===== src/rtl/instruction_prefetch_queue.sv =====
// Decoupled fetch front-end: sequential imem requests, {pc,insn} queue to decode.
// Ports: clk/reset, run enable, imem req/gnt/addr/rdata, redirect, out valid/ready.
module instruction_prefetch_queue #(
    parameter logic [31:0] START_ADDR = 32'h8000_0000,
    parameter int          FIFO_DEPTH = 4,
    parameter int          CNT_W      = $clog2(FIFO_DEPTH) + 1
) (
    input  logic             clk,
    input  logic             reset,
    input  logic             run,
    output logic             imem_req,
    output logic [31:0]      imem_addr,
    input  logic             imem_gnt,
    input  logic [31:0]      imem_rdata,
    input  logic             redirect_en,
    input  logic [31:0]      redirect_pc,
    output logic             out_valid,
    input  logic             out_ready,
    output logic [31:0]      out_pc,
    output logic [31:0]      out_insn,
    output logic [CNT_W-1:0] occupancy
);

    localparam int PTR_W = $clog2(FIFO_DEPTH);

    typedef enum logic {
        IDLE,
        RUN
    } state_t;

    state_t state;
    state_t state_nxt;

    logic [31:0]      fetch_pc;
    logic [31:0]      req_pc;
    logic [31:0]      redir_tgt;
    logic             inflight;
    logic             kill;
    logic [31:0]      q_pc   [FIFO_DEPTH];
    logic [31:0]      q_insn [FIFO_DEPTH];
    logic [PTR_W-1:0] rd_ptr;
    logic [PTR_W-1:0] wr_ptr;
    logic [CNT_W-1:0] count;

    logic accept;
    logic stop;
    logic flush;
    logic push;
    logic pop;
    logic credit;

    assign redir_tgt = redirect_pc & 32'hFFFF_FFFC;
    assign stop      = (state == RUN) & ~run;
    assign flush     = redirect_en | stop;
    assign accept    = imem_req & imem_gnt;
    assign push      = inflight & ~kill & ~flush;
    assign pop       = out_valid & out_ready & ~flush;

    // Queued entries plus the outstanding response must fit in the queue.
    assign credit = (count + CNT_W'(inflight)) < CNT_W'(FIFO_DEPTH);

    always_ff @(posedge clk or posedge reset) begin
        if (reset) begin
            state <= IDLE;
        end else begin
            state <= state_nxt;
        end
    end

    always_comb begin
        state_nxt = state;
        unique case (state)
            IDLE:    if (run)  state_nxt = RUN;
            RUN:     if (!run) state_nxt = IDLE;
            default: state_nxt = IDLE;
        endcase
    end

    always_comb begin
        imem_req  = 1'b0;
        imem_addr = fetch_pc;
        unique case (state)
            IDLE:    imem_req = 1'b0;
            RUN:     imem_req = credit & ~redirect_en & run;
            default: imem_req = 1'b0;
        endcase
    end

    always_ff @(posedge clk or posedge reset) begin
        if (reset) begin
            fetch_pc <= START_ADDR;
            req_pc   <= '0;
            inflight <= 1'b0;
            kill     <= 1'b0;
            rd_ptr   <= '0;
            wr_ptr   <= '0;
            count    <= '0;
        end else begin
            inflight <= accept;
            // Squash a response whose request shares the flush cycle.
            kill     <= accept & flush;
            if (accept) begin
                req_pc <= fetch_pc;
            end
            if (!run) begin
                fetch_pc <= START_ADDR;
            end else if (redirect_en) begin
                fetch_pc <= redir_tgt;
            end else if (accept) begin
                fetch_pc <= fetch_pc + 32'd4;
            end
            if (flush) begin
                rd_ptr <= '0;
                wr_ptr <= '0;
                count  <= '0;
            end else begin
                if (push) wr_ptr <= wr_ptr + 1'b1;
                if (pop)  rd_ptr <= rd_ptr + 1'b1;
                unique case ({push, pop})
                    2'b10:   count <= count + 1'b1;
                    2'b01:   count <= count - 1'b1;
                    default: count <= count;
                endcase
            end
        end
    end

    always_ff @(posedge clk) begin
        if (push) begin
            q_pc[wr_ptr]   <= req_pc;
            q_insn[wr_ptr] <= imem_rdata;
        end
    end

    assign out_valid = (count != '0);
    assign out_pc    = out_valid ? q_pc[rd_ptr]   : 32'd0;
    assign out_insn  = out_valid ? q_insn[rd_ptr] : 32'd0;
    assign occupancy = count;

endmodule

===== config.mk =====
export PLATFORM = sky130hd
export DESIGN_NAME = instruction_prefetch_queue
export DESIGN_NICKNAME = d
export VERILOG_FILES = /design/src/rtl/instruction_prefetch_queue.sv
export SDC_FILE = /design/constraint.sdc
export NUM_CORES = 1
export LEC_CHECK = 0
export CORE_MARGIN = 5
export CORE_UTILIZATION = 40
export CTS_BUF_LIST = sky130_fd_sc_hd__clkbuf_16
export CTS_CLUSTER_DIAMETER = 100
export DETAILED_ROUTE_END_ITERATION = 8
export GPL_ROUTABILITY_DRIVEN = 0
export PLACE_DENSITY = 0.74
export SYNTH_ARGS = -nofsm -noshare
export SYNTH_HDL_FRONTEND = slang
export SYNTH_SLANG_ARGS = --single-unit

===== constraint.sdc =====
create_clock -name clk -period 3 [get_ports clk]
set_clock_uncertainty 0.1 [all_clocks]
set_input_delay 0.6 -clock clk [delete_from_list [all_inputs] [get_ports clk]]
set_output_delay 0.6 -clock clk [all_outputs]
set_load 0.05 [all_outputs]

==> results_dict.tcl, run 1 <==
set metrics [dict create \
    status "complete, no violations" \
    crit_chain "buf_4, mux4_2, and2_1, buf_4" \
    min_path_type "input pin to asynchronous set/reset pin" \
    drt_iter0_markers 386 \
    final_cell_mix "edfxtp_1, clkdlybuf4s50_1, dfrtp_1, mux4_2, and2_1" \
    pwr-share-comb_pct 7.0 \
    crit_buf_inv 2 \
    die_w_um 190 \
    clock_latency_ps 510 \
    max_freq_ghz 0.347 \
    p_total_w 0.0102 \
    cts_root_buf "clkbuf_16" \
    dp_hpwl_mm 18.7 \
    r2r_start "occupancy[0]" \
    synth.distinct_cells 49 \
    path_clk_slew_ps 60 \
    max-vdd-ir-drop_uv 331 \
    start_util_pct 40.8 \
    wl_per_cell_um 20.9 \
    drv_cap 0 \
    synth-main-ff-cell "edfxtp_1" \
    vias 7107 \
    maxSlewHeadroom_pct 53.7 \
    power.switching_w 0.00224 \
    grt_pass1_vias 7454 \
    crit_top_cell "buf_4" \
    ctsHoldBuffers 0 \
    diodes 0 \
    io_pins 171 \
    track_usage_pct 15.8 \
    tns_ps 0 \
    fin_crit_sh_pct 96.0 \
    io_buffers 164 \
    critPathCaptureType "output port" \
    p_seq_share_pct 50.0 \
    htreeDepth 2 \
    max_stage_delay_ps 690 \
    worst-path-stages 4 \
    syn_area_per_cell_um2 17.8 \
    worstSetupStartpoint "rd_ptr[1]" \
    swShare_pct 22.0 \
    synth.area.top_cells "edfxtp_1, dfrtp_1, mux4_2" \
    ys_seq_area_share_pct 71.1 \
    p_int_w 0.00792 \
    ys_ff_latch 318 \
    tightest_slew_ps 694 \
    post_dp_cell_area_mm2 0.0155 \
    r2r_cells 7 \
    synthesis.area_mm2 0.0129 \
    cts.sinks 318 \
    final_antenna_net_count 0 \
    fin_nets 1003 \
    critPathLaunchType "register" \
    placedCellCount 1291 \
    drive_gt1_share_pct 27.0 \
    std_cell_rows 65 \
    crit_slowest_cell "dfrtp_4" \
    final_cell_area_mm2 0.0168 \
    finalSetupViolations 0 \
    dr.pass1.iters 4 \
    synthToLayoutAreaGrowth_pct 29.5 \
    synth_warnings 0 \
    antenna_found_initial 0 \
    pwr_density_cell_mw_per_mm2 607 \
    synth-edff-count 248 \
    tritoncts "built" \
    cts_buffer_depth 3 \
    grt_max_degree 71 \
    synth.largest_area_cell "edfxtp_1" \
    rsz0062_at_grt "no" \
    utilization_pct 52.8 \
    arrival_ps 2180 \
    dieArea_mm2 0.0361 \
    fillers 2527 \
    synth_cells 729 \
    synth_top_area_share_pct 57.5 \
    layout.cells.non_filler 1357 \
    core_mm2 0.0317 \
    crit_required_ps 2300 \
    wirelength_mm 28.4 \
    hold_violations 0 \
    critical_path_class "register to output port" \
    critPathTopFamily "flip-flops" \
    viasPerCell 5.24 \
    period_minus_slack_ps 2880 \
    cts_setup_buffers 0 \
    clkPwrFrac_pct 43.0 \
    grt_first_pass_wirelength_mm 44.3 \
    dieHeight_um 190 \
    numCtsBuffers 36 \
    worstPathMaxFanout 25 \
    final_max_slew_viol_count 0 \
    synthArstFlopShare_pct 22.0 \
    drc_errors 0 \
    p_leak_nw 5.89 \
    grt_overflow 0 \
    final_common_cell "edfxtp_1" \
]
[through the flow]
stage          hold slack (ps)  setup WS (ps)
2_1_floorplan              371           4.18
3_3_place_gp               388            343
3_5_place_dp               401            321
4_1_cts                    398           30.1
5_1_grt                    416           14.3
6_report                   394            121
[cells by family (layout without fill, tap and decap cells)]
group / Yosys count / in the layout / share of synthesized area (%)
flops: 318 / 318 / 71.1
simple gates: 159 / 159 / 7.79
mux: 91 / 91 / 13.3
compound gates: 73 / 73 / 3.33
buf+inv: 51 / 273 / 1.81
xor+xnor: 30 / 30 / 2.03
fa+ha+maj: 6 / 6 / 0.638
other cells: 1 / 5 / 0.0290
[Yosys cell counts, types with 5 or more instances]
cell type,instances
nor4_2,5
clkbuf_1,24
nor3_1,7
and4_1,6
and2_1,62
and3_1,9
mux2_1,13
edfxtp_1,248
ha_1,5
xnor2_1,19
a21oi_1,29
o21ai_0,29
mux2_2,14
nand3_1,11
xor2_1,11
a211oi_1,5
nand4_1,8
dfrtp_1,69
mux4_2,62
nor2_1,18
nand2_1,20
inv_1,10
buf_2,10
[flip-flops by register name (all words and copies together) (netlist names)]
signal     count
q_pc         120
rd_ptr         2
q_insn       128
occupancy      3
wr_ptr         2
imem_addr     30
kill           1
inflight       1
req_pc        30
state          1
[layer usage]
metal / share of wire [%] / vias to the layer above / global-route usage (%)
li1: - / 3238 / -
met1: 45 / 3623 / 22.6
met2: 47 / 216 / 25.1
met3: 6.1 / 30 / 3.25
met4: 1.5 / 0 / 3.70
met5: 0 / - / 0
[power groups by stage]
stage / combinational (W) / sequential, W / clock (W)
4_1_cts: 0.000719 / 0.00508 / 0.00450
3_3_place_gp: 0.000703 / 0.00515 / 0
3_5_place_dp: 0.000714 / 0.00517 / 0
6_report: 0.000709 / 0.00508 / 0.00437
2_1_floorplan: 0.000312 / 0.00521 / 0
5_1_grt: 0.000758 / 0.00510 / 0.00470
[timing repair]
item | 4_1_cts | 5_1_grt
resized for setup | 1 | 3
endpoints found under the setup margin | 2 | 5
pin swaps | 0 | 0
[cell type report]
class                      instances  area [um^2]  area share (%)
inverter                          10         38.8           0.231
tap                              402          503            3.00
multi-input combinational        364         3540            21.2
timing repair buffer             197         2250            13.4
sequential                       318         9210            55.0
clock inverter                    29          283            1.69
clock buffer                      37          926            5.53
[worst paths after layout]
kind,slack [ps],endpoint
worst max-delay path,120,out_pc[3]
worst min-delay path,390,rd_ptr[0]
worst max register to register,690,occupancy[2]
worst min register to register,410,q_pc[2][30]
max in group asynchronous,2070,imem_addr[31]
min in group clk,410,q_pc[2][30]
[worst min-delay path: cells and delay by family]
family | cells | cell delay (ps)
buffers and inverters | 3 | 810
Note: power is estimated with default switching activity, not from simulation.
==> inputs of run 2 (changes only) <==
--- a/config.mk
+++ b/config.mk
@@ -5,13 +5,13 @@
 export SDC_FILE = /design/constraint.sdc
 export NUM_CORES = 1
 export LEC_CHECK = 0
+export ABC_AREA = 1
 export CORE_MARGIN = 5
 export CORE_UTILIZATION = 40
 export CTS_BUF_LIST = sky130_fd_sc_hd__clkbuf_16
 export CTS_CLUSTER_DIAMETER = 100
 export DETAILED_ROUTE_END_ITERATION = 8
 export GPL_ROUTABILITY_DRIVEN = 0
-export PLACE_DENSITY = 0.74
 export SYNTH_ARGS = -nofsm -noshare
 export SYNTH_HDL_FRONTEND = slang
 export SYNTH_SLANG_ARGS = --single-unit
==> run 2 against run 1 <==
  * Synthesized area grew 4.5%
  * Register-to-register slack better by 270 ps
  * Global-route usage up 1.3 points
  * Maximum frequency is 1.3% lower
  * First-iteration DRC count grew 41%
  * Combinational power grew to 5.6 times the previous value
  * Clock-buffer cell count unchanged
  * Critical endpoint is now out_pc[11]
  * Critical path depth rose by 2
  * Final cell count increased by 43%
==> results_dict.tcl, run 2 <==
set metrics [dict create \
    status "complete, no violations" \
    layout.cells.non_filler 1942 \
    largest_reg_flops 128 \
    fin_nets 1545 \
    synthToLayoutAreaGrowth_pct 31.8 \
    worstPathMaxFanout 101 \
    placedCellCount 1880 \
    finalSetupViolations 0 \
    std_cell_rows 67 \
    synth_top_area_share_pct 55.1 \
    dieHeight_um 194 \
    tritoncts "built" \
    pwr-share-comb_pct 29.8 \
    grt_max_degree 102 \
    final_antenna_net_count 0 \
    reg.largest.list "q_insn (128), q_pc (120)" \
    wl_per_cell_um 16.9 \
    antenna_found_initial 0 \
    critPathCaptureType "output port" \
    cts_root_buf "clkbuf_16" \
    ys_ff_latch 318 \
    drt_iter0_markers 546 \
    synthArstFlopShare_pct 22.0 \
    final_cell_mix "nor2_1, edfxtp_1, nand2_1, o21ai_0, clkdlybuf4s50_1" \
    core_mm2 0.0334 \
    grt_overflow 0 \
    clkPwrFrac_pct 31.2 \
    fin_crit_sh_pct 97.3 \
    p_seq_share_pct 39.0 \
    diodes 0 \
    arrival_ps 2220 \
    die_w_um 194 \
    p_leak_nw 6.54 \
    drv_cap 0 \
    utilization_pct 53.3 \
    grt_first_pass_wirelength_mm 52.2 \
    start_util_pct 40.4 \
    critPathLaunchType "register" \
    track_usage_pct 17.1 \
    hold_violations 0 \
    synth_warnings 0 \
    crit_slowest_cell "dfrtp_4" \
    max_freq_ghz 0.343 \
    synth.area.top_cells "edfxtp_1, dfrtp_1, nor2_1" \
    dr.pass1.iters 5 \
    tns_ps 0 \
    r2r_cells 10 \
    p_int_w 0.00900 \
    synth.distinct_cells 33 \
    swShare_pct 32.1 \
    yosys-top-cells-count "nor2_1, edfxtp_1, nand2_1" \
    crit_chain "buf_16, nor2_1, nor2_1, o21ai_0, a21oi_2, buf_12" \
    yosysMostFrequentCell "nor2_1" \
    clock_latency_ps 510 \
    viasPerCell 4.96 \
    dp_hpwl_mm 20.1 \
    numCtsBuffers 35 \
    final_common_cell "nor2_1" \
    cts_buffer_depth 3 \
    synth_cells 1307 \
    critical_path_class "register to output port" \
    wirelength_mm 32.9 \
    tightest_slew_ps 642 \
    io_buffers 164 \
    syn_area_per_cell_um2 10.3 \
    synth-main-ff-cell "edfxtp_1" \
    rsz0062_at_grt "no" \
    period_minus_slack_ps 2920 \
    ys_seq_area_share_pct 68.0 \
    ctsHoldBuffers 0 \
    drive_gt1_share_pct 15.2 \
    io_pins 171 \
    top_register "q_insn" \
    synth.largest_area_cell "edfxtp_1" \
    dieArea_mm2 0.0376 \
    synth-edff-count 248 \
    power.switching_w 0.00425 \
    vias 9634 \
    path_clk_slew_ps 60 \
    grt_pass1_vias 9354 \
    htreeDepth 2 \
    max-vdd-ir-drop_uv 481 \
    cts.sinks 318 \
    final_max_slew_viol_count 0 \
    maxSlewHeadroom_pct 57.2 \
    crit_required_ps 2300 \
    synthesis.area_mm2 0.0135 \
    drc_errors 0 \
    pwr_density_cell_mw_per_mm2 743 \
    min_path_type "input pin to asynchronous set/reset pin" \
    max_stage_delay_ps 450 \
    crit_top_cell "nor2_1" \
]
[run 2: cell count changes in the layout (fill, tap and decap cells not counted), sizes merged, moves of 9 or more]
cell and delta:
a21oi +49, and2 -61, and3 -9, inv +43, mux2 -27, mux4 -62
nand2 +179, nand3 +48, nor2 +310, nor3 -9, nor4 -9, o21ai +146
xnor2 -19, xor2 -9
[run 2: cell type report]
type,instances,area [um^2]
multi-input cells,868,4080
repair buffers,190,2640
well taps,448,561
fillers,2857,15600
flip-flops and latches,318,9210
clock inverters,25,195
clock buffers,37,926
inverters,56,218
[run 2: layer usage]
metal / global-route usage [%] / wire length, um / vias to the layer above
li1: - / - / 4758
met1: 23.9 / 15200 / 4579
met2: 27.9 / 15300 / 251
met3: 3.41 / 1660 / 46
met4: 4.19 / 680 / 0
met5: 0 / 0 / -
[run 2: power groups by stage]
| stage | logic [W] | registers (W) | clock network [W] |
|---|---|---|---|
| floorplan | 0.00199 | 0.00532 | 0 |
| global placement | 0.00398 | 0.00525 | 0 |
| detailed placement | 0.00400 | 0.00525 | 0 |
| CTS | 0.00400 | 0.00516 | 0.00424 |
| global route | 0.00417 | 0.00519 | 0.00444 |
| finish | 0.00395 | 0.00517 | 0.00413 |
[run 2: what timing repair did]
action	in CTS	in global routing
setup buffers	0	0
setup endpoints to repair	0	10
resized for setup	0	5
[run 2: worst max-delay path, delay by kind of cell (launching register included)]
kind	cells	cell delay, ps
AOI/OAI and AO/OA	2	420
and+or+nand+nor	2	190
DFF	1	450
buffers and inverters	2	500
[run 2: final timing paths]
check,endpoint,startpoint,slack (ps)
worst max-delay path,out_pc[11],rd_ptr[0],80
worst min-delay path,occupancy[0],reset,390
worst max register to register,imem_addr[22],imem_addr[3],960
worst min register to register,q_pc[0][20],req_pc[20],410
max in group asynchronous,imem_addr[31],reset,2070
min in group clk,q_pc[0][20],req_pc[20],410
[run 2: metrics by stage]
step,power (W),area [um^2],setup slack [ps],hold slack (ps)
finish,0.0133,17800,82.2,392
global route,0.0138,17800,0.333,434
CTS,0.0134,17800,59.1,404
detailed placement,0.00925,16700,183,408
global placement,0.00922,16700,205,399
floorplan,0.00731,13800,-244,376
[run 2: cells by family after synthesis]
kind of cell,synth area share (%)
buffers and inverters,3.79
flip-flops,68.0
AO/OA/AOI/OAI,9.71
AND/OR/NAND/NOR,17.6
multiplexers,0.0740
XOR/XNOR,0.130
other,0.0277
adder cells (fa/ha/maj),0.611
==> inputs of run 3 (changes only) <==
--- a/config.mk
+++ b/config.mk
@@ -7,11 +7,12 @@
 export LEC_CHECK = 0
 export ABC_AREA = 1
 export CORE_MARGIN = 5
-export CORE_UTILIZATION = 40
+export CORE_UTILIZATION = 45
 export CTS_BUF_LIST = sky130_fd_sc_hd__clkbuf_16
 export CTS_CLUSTER_DIAMETER = 100
 export DETAILED_ROUTE_END_ITERATION = 8
 export GPL_ROUTABILITY_DRIVEN = 0
+export PLACE_DENSITY = 0.7
 export SYNTH_ARGS = -nofsm -noshare
 export SYNTH_HDL_FRONTEND = slang
 export SYNTH_SLANG_ARGS = --single-unit
==> run 3 against run 2 <==
  * Routed wire length shrank 2.0%
  * Worst setup slack gained 85 ps
  * Sequential power hardly changed
  * Clock power down 6.5%
  * Flip-flop and latch count is the same
  * Clock-buffer cell count stayed put
  * First-iteration DRC count is 22% higher
  * Critical endpoint is now out_pc[20]
  * Highest routed layer unchanged
==> results_dict.tcl, run 3 (synthesis gave the netlist of run 2 again) <==
set metrics [dict create \
    pwr-share-comb_pct 30.4 \
    maxSlewHeadroom_pct 47.3 \
    p_seq_share_pct 39.9 \
    grt_pass1_vias 9936 \
    start_util_pct 45.6 \
    clock_latency_ps 510 \
    io_pins 171 \
    track_usage_pct 19.3 \
    diodes 0 \
    multi_input_area_mm2 0.00408 \
    worstPathMaxFanout 24 \
    max-vdd-ir-drop_uv 471 \
    pwr_density_cell_mw_per_mm2 733 \
    cts_root_buf "clkbuf_16" \
    dp_hpwl_mm 20.1 \
    tritoncts "built" \
    dieHeight_um 183 \
    wirelength_mm 32.2 \
    drt_iter0_markers 665 \
    grt_max_degree 95 \
    reg.largest.list "q_insn (128), q_pc (120)" \
    final_max_slew_viol_count 0 \
    numCtsBuffers 34 \
    grt_first_pass_wirelength_mm 52.2 \
    cts_buffer_depth 3 \
    dr.pass1.iters 5 \
    power.switching_w 0.00423 \
    wl_per_cell_um 17.1 \
    hold_violations 0 \
    path_clk_slew_ps 60 \
    io_buffers 164 \
    cts.sinks 318 \
    status "complete, no violations" \
    crit_required_ps 2300 \
    arrival_ps 2130 \
    max_freq_ghz 0.353 \
    die_w_um 183 \
    critical_path_class "register to output port" \
    drv_cap 0 \
    min_path_type "input pin to asynchronous set/reset pin" \
    dieArea_mm2 0.0336 \
    finalSetupViolations 0 \
    p_int_w 0.00874 \
    largest_reg_flops 128 \
    vias 9844 \
    htreeDepth 2 \
    regArea_mm2 0.00921 \
    clkPwrFrac_pct 29.7 \
    period_minus_slack_ps 2830 \
    antenna_found_initial 0 \
    ctsHoldBuffers 0 \
    swShare_pct 32.6 \
    p_leak_nw 6.49 \
    drc_errors 0 \
    cts_setup_buffers 0 \
    layout.cells.non_filler 1882 \
    final_cell_mix "nor2_1, edfxtp_1, nand2_1, o21ai_0, clkdlybuf4s50_1" \
    tightest_slew_ps 790 \
    p_total_w 0.0130 \
    fillers 2376 \
    rsz0062_at_grt "no" \
    grt_overflow 0 \
    std_cell_rows 63 \
    synthToLayoutAreaGrowth_pct 30.8 \
    fin_crit_sh_pct 94.4 \
    critPathLaunchType "register" \
    top_register "q_insn" \
    placedCellCount 1820 \
    cts_resized 0 \
    final_antenna_net_count 0 \
    critPathCaptureType "output port" \
    core_mm2 0.0296 \
    drive_gt1_share_pct 14.9 \
    fin_nets 1542 \
    final_common_cell "nor2_1" \
    viasPerCell 5.23 \
]
==> run 3: layer usage <==
metal	track usage [%]	vias up	wire length (um)
met2	32.0	321	15600
met5	0	-	0
met3	3.69	54	1980
li1	-	4766	-
met4	4.95	0	679
met1	26.4	4703	13900
==> run 3: stage by stage <==
step | hold slack (ps) | setup slack, ps | instance area, um^2 | setup TNS [ps] | utilization, %
floorplan | 376 | -244 | 13800 | -60470 | -
global placement | 392 | 308 | 16600 | 0 | 56.1
detailed placement | 400 | 289 | 16600 | 0 | 56.1
CTS | 373 | 51.0 | 17700 | 0 | 59.6
global route | 437 | 29.9 | 17700 | 0 | 59.7
finish | 372 | 167 | 17700 | 0 | 59.7
==> run 3: path summary, 6_finish.rpt <==
path,end,startpoint,cells past startpoint,slack (ps)
setup reg to reg,imem_addr[22],imem_addr[2],10,940
hold reg to reg,q_pc[2][16],req_pc[16],0,420
min in group clk,q_pc[2][16],req_pc[16],0,420
max in group asynchronous,req_pc[24],reset,3,1810
setup / recovery,out_pc[20],rd_ptr[1],6,170
hold / removal,imem_addr[5],reset,2,370
==> run 3: worst max-delay path: stages (launching register included) <==
cell	delay [ps]
dfrtp_2	400
inv_2	410
buf_4	310
nor2_1	70
o21ai_0	100
a21oi_2	130
buf_12	180
==> run 3: power groups by stage <==
stage	logic [W]	clock network, W	registers, W
2_1_floorplan	0.00199	0	0.00532
3_3_place_gp	0.00395	0	0.00524
3_5_place_dp	0.00398	0	0.00525
4_1_cts	0.00399	0.00394	0.00517
5_1_grt	0.00415	0.00414	0.00519
6_report	0.00394	0.00386	0.00517
==> run 3: layout make-up <==
type	instances	share of cell area, %
well taps	390	2.76
inverters	56	1.21
multi-input cells	868	23.1
repair buffers	188	15.0
clock buffers	37	5.24
clock inverters	25	0.708
flip-flops and latches	318	52.1
